[config.mk]
export PLATFORM = sky130hd
export DESIGN_NAME = gf2m163_reduce_seq
export DESIGN_NICKNAME = d
export VERILOG_FILES = /design/src/rtl/gf2m163_reduce_seq.sv
export SDC_FILE = /design/constraint.sdc
export NUM_CORES = 1
export LEC_CHECK = 0
export CAP_MARGIN = 10
export CORE_MARGIN = 2
export CORE_UTILIZATION = 53
export CTS_CLUSTER_DIAMETER = 120
export DETAILED_ROUTE_END_ITERATION = 12
export HOLD_SLACK_MARGIN = 0.02
export PLACE_DENSITY = 0.8
export SLEW_MARGIN = 20
export SYNTH_ARGS = -nofsm -noshare
export SYNTH_HDL_FRONTEND = slang
export SYNTH_SLANG_ARGS = --single-unit
[constraint.sdc]
create_clock -name clk -period 4.81 [get_ports clk]
set_input_delay 0.481 -clock clk [delete_from_list [all_inputs] [get_ports clk]]
set_output_delay 0.481 -clock clk [all_outputs]
set_load 0.01 [all_outputs]
[src/rtl/gf2m163_reduce_seq.sv]
// rtl/gf2m163_reduce_seq.sv - sequential reduction of a 326-bit carry-less product modulo x^163+x^7+x^6+x^3+1
module gf2m163_reduce_seq #(
    parameter int FOLD_W = 41
) (
    input  logic         clk,
    input  logic         rst,
    input  logic         in_valid,
    output logic         in_ready,
    input  logic [325:0] c_in,
    output logic         out_valid,
    input  logic         out_ready,
    output logic [162:0] r_out,
    output logic         busy
);

    localparam int N_FOLD = (163 + FOLD_W - 1) / FOLD_W;
    localparam int CW     = $clog2(N_FOLD + 1);

    typedef enum logic [1:0] {
        IDLE = 2'd0,
        FOLD = 2'd1,
        DONE = 2'd2
    } state_t;

    state_t         state;
    state_t         next_state;
    logic [325:0]   acc;
    logic [325:0]   mask;
    logic [325:0]   win;
    logic [325:0]   acc_fold;
    logic [8:0]     top;
    logic [8:0]     lo;
    logic [8:0]     top_dec;
    logic [CW-1:0]  cnt;
    logic           last_fold;

    assign last_fold = (cnt == CW'(N_FOLD - 1));

    // Bits at or above top are already zero, so the window is simply every bit from lo upward.
    // Its contributions land at or below top-157, strictly beneath lo, so one parallel XOR suffices.
    always_comb begin
        top_dec  = top - 9'(FOLD_W);
        lo       = (top_dec > 9'd163) ? top_dec : 9'd163;
        mask     = {326{1'b1}} << lo;
        win      = acc & mask;
        acc_fold = (acc & ~mask) ^ (win >> 163) ^ (win >> 160) ^ (win >> 157) ^ (win >> 156);
    end

    always_ff @(posedge clk or negedge rst) begin
        if (!rst) begin
            state <= IDLE;
        end else begin
            state <= next_state;
        end
    end

    always_comb begin
        next_state = state;
        case (state)
            IDLE:    if (in_valid) next_state = FOLD;
            FOLD:    if (last_fold) next_state = DONE;
            DONE:    if (out_ready) next_state = IDLE;
            default: next_state = IDLE;
        endcase
    end

    always_comb begin
        in_ready  = (state == IDLE);
        out_valid = (state == DONE);
        busy      = (state == FOLD) || (state == DONE);
        r_out     = (state == DONE) ? acc[162:0] : '0;
    end

    always_ff @(posedge clk or negedge rst) begin
        if (!rst) begin
            acc <= '0;
            cnt <= '0;
            top <= 9'd326;
        end else begin
            case (state)
                IDLE: begin
                    if (in_valid) begin
                        acc <= c_in;
                        cnt <= '0;
                        top <= 9'd326;
                    end
                end
                FOLD: begin
                    acc <= acc_fold;
                    top <= lo;
                    cnt <= cnt + CW'(1);
                end
                default: ;
            endcase
        end
    end

endmodule

==> impl_metrics.csv <==
group,metric,value,unit
run_status,status,"completed",
timing,timing.slew.headroom,0.314,
placed_design,placed_cells,3912,
grt,grt_usage,0.471,
clocking,cts-htree-levels,2,
timing,finalHoldViolations,0,
synthesis,ys_seq_area_frac,0.346,
clocking,ctsRootBufferMaster,"clkbuf_16",
final_layout,areaGrowthSynthToFinish,33.9,%
synthesis,synth-main-ff-cell,"dfrtp_1",
grt,overflow,0,
detailed_routing,drc,0,
clocking,numCtsBuffers,40,
clocking,cts_hold_buf,1,
placed_design,place.gp.congestion,1.05,
detailed_routing,antenna_left,0,
grt,antenna_found_initial,3,
timing,fin_crit_sh,0.989,
clocking,clock_path_buffers,3,
timing,finClkSkew,0.0261,ns
min_path,hp-class,"in2reg",
timing,finalSetupViolations,0,
synthesis,synth_area_per_cell,8.82,µm²
grt,grt_pass1_vias,26300,
detailed_routing,num_vias,26700,
critical_path,r2r_slack,0.05,ns
clocking,clkLatencyLatePin,0.58,ns
timing,fin_setup_tns,0,ns
clocking,cts_resized,0,
synthesis,synth_edf_count,0,
floorplan,die_h,220,µm
synthesis,ys_ff_latch,340,
synthesis,synth_area_leaders,"dfrtp_1 34%, xnor2_1 15%, o21ai_0 6.0%",
timing,period_needed,4.76,ns
critical_path,endpoint_kind,"register",
floorplan,dieArea,48200,µm²
power_and_ir_drop,power.density,932,nW/µm²
placed_design,placement.io_buffers,495,
synthesis,synth_largest_area_cell,"dfrtp_1",
clocking,cts_tree,"done",
timing,max_slew.worst_pin.slew,1.02,ns
synthesis,yosys_warnings,0,
detailed_routing,avgRoutedWirePerCell,29.3,µm
critical_path,crit_fanout,14,
grt,grt_pass1_wl,168000,µm
run,cap_violations,0,
clocking,numClockSinks,340,
synthesis,syn_area,24600,µm²
critical_path,start_kind,"register",
synthesis,synth_nets,3130,
timing,fmax,210,MHz
power_and_ir_drop,leakage,13.0,nW
synthesis,ys_async_sr_fraction,1.00,
critical_path,cp.required,5.25,ns
synthesis,netlist_instances,2793,
final_layout,drive_gt1_frac,0.118,
final_layout,finalNonFillerCells,3986,
grt,grt_max_degree,125,
final_layout,nNetsFinal,3693,
floorplan,die_x,220,µm
detailed_routing,routed_wl,117000,µm
detailed_routing,viasPerCell,6.69,
critical_path,arrival,5.20,ns
power_and_ir_drop,ir_drop,0.610,mV
timing,drv_slew,0,
synthesis,yosys.cell_types.count,97,
detailed_routing,drt-initial-drc-count,3926,
clocking,cts_setup_buffers,0,
floorplan,row_count,78,
placed_design,dp_hpwl,87300,µm
floorplan,core_region_area,45600,µm²
critical_path,worstSetupPathType,"reg2reg",
floorplan,start_util,0.540,
floorplan,pin_count,496,
timing,whs,0.456,ns
clocking,path_clk_slew,0.06,ns
timing,grt_setup_unrepaired,"false",
detailed_routing,dr.pass1.iters,9,
synthesis,yosys.area.top_type_share,0.341,
[critical path, cell delays in order (launching register included)]
cell      delay (ns)
dfstp_2         0.67
inv_1           0.12
ha_1            0.38
and2b_4         0.34
o211ai_2        0.39
xnor2_4         0.17
a211oi_4        0.71
buf_4           0.34
nor4_2          0.08
o21ai_0         0.43
buf_4           0.19
nand2_1         0.15
xor2_1          0.32
xor2_1          0.22
o21ai_0         0.10
[area by class of cell]
| cell class | instances | area (µm²) |
|---|---|---|
| diodes | 2 | 5.00 |
| well taps | 600 | 751 |
| clock inverters | 7 | 140 |
| multi-input cells | 2195 | 15100 |
| repair buffers | 745 | 7080 |
| flip-flops and latches | 340 | 8510 |
| fillers | 3221 | 12600 |
| clock buffers | 63 | 1230 |
| inverters | 34 | 128 |
[path summary, 6_finish.rpt]
kind                                            from              endpoint  cells past startpoint
min in group asynchronous                        rst  acc[101]$_DFFE_PN0P_                      2
max in group asynchronous                        rst   acc[23]$_DFFE_PN0P_                      3
worst max-delay path              top[1]$_DFFE_PN1P_  acc[140]$_DFFE_PN0P_                     14
worst max register to register    top[1]$_DFFE_PN1P_  acc[140]$_DFFE_PN0P_                     14
worst min register to register  acc[220]$_DFFE_PN0P_  acc[220]$_DFFE_PN0P_                      2
worst min-delay path                       c_in[178]  acc[178]$_DFFE_PN0P_                      3
[cell usage in the layout, fill, tap and decap left out, types with 58 or more instances in the layout]
master           instances
and2_1                 169
buf_4                  230
a22oi_1                172
nor2_1                 106
o21ai_0                293
dfrtp_1                336
o21ai_1                 58
a21oi_1                112
nand2_1                211
xor2_1                 129
a32o_1                  67
clkdlybuf4s50_1        494
xnor2_1                414
[through the flow]
| step | cell area (µm²) | power, mW | setup WS, ns | util |
|---|---|---|---|---|
| after CTS | 32900 | 29.8 | 0.258 | 0.723 |
| after global placement | 31600 | 25.8 | 0.479 | 0.692 |
| after global routing | 33000 | 31.7 | 0.0457 | 0.723 |
| final | 33000 | 30.7 | 0.0531 | 0.723 |
| after floorplan | 24600 | 17.8 | 1.26 | - |
| after detailed placement | 31600 | 26.3 | 0.373 | 0.692 |
[flip-flops by register name, summed over array words and instances (netlist names)]
register  flops
acc         326
cnt           3
state         2
top           9
[logic make-up (layout without fill, tap and decap cells)]
kind of cell               after synthesis  after routing  synth area share
muxes                                    7              7           0.00285
AOI/OAI and AO/OA                      974            974             0.272
other                                    0              2                 0
xor gates and xnor gates               550            550             0.198
DFF                                    340            340             0.346
and+or+nand+nor                        657            657             0.133
buffers and inverters                  258            849            0.0447
adders and majority gates                7              7           0.00356
[synthesized netlist by cell type, drive strengths merged, types with 67 or more instances]
library cell  number
xnor2            419
o21ai            355
dfrtp            336
nand2            213
a22oi            173
and2             169
clkbuf           155
xor2             130
a21oi            119
nor2             114
buf               69
a32o              67
[metal layers]
metal	wire length, µm	vias up	track usage	share of wire
met4	8620	4	0.294	0.074
met3	13100	542	0.113	0.11
met2	51700	2040	0.733	0.44
li1	-	11100	-	-
met5	26	-	0	0.00022
met1	43200	13000	0.591	0.37
[report_power, final]
group	total [mW]	internal, mW	switching, mW
logic	22.0	8.67	13.3
clock network	3.26	1.96	1.30
registers	5.49	4.19	1.30
total	30.7	14.8	15.9
(Power assumes the default switching activity.)
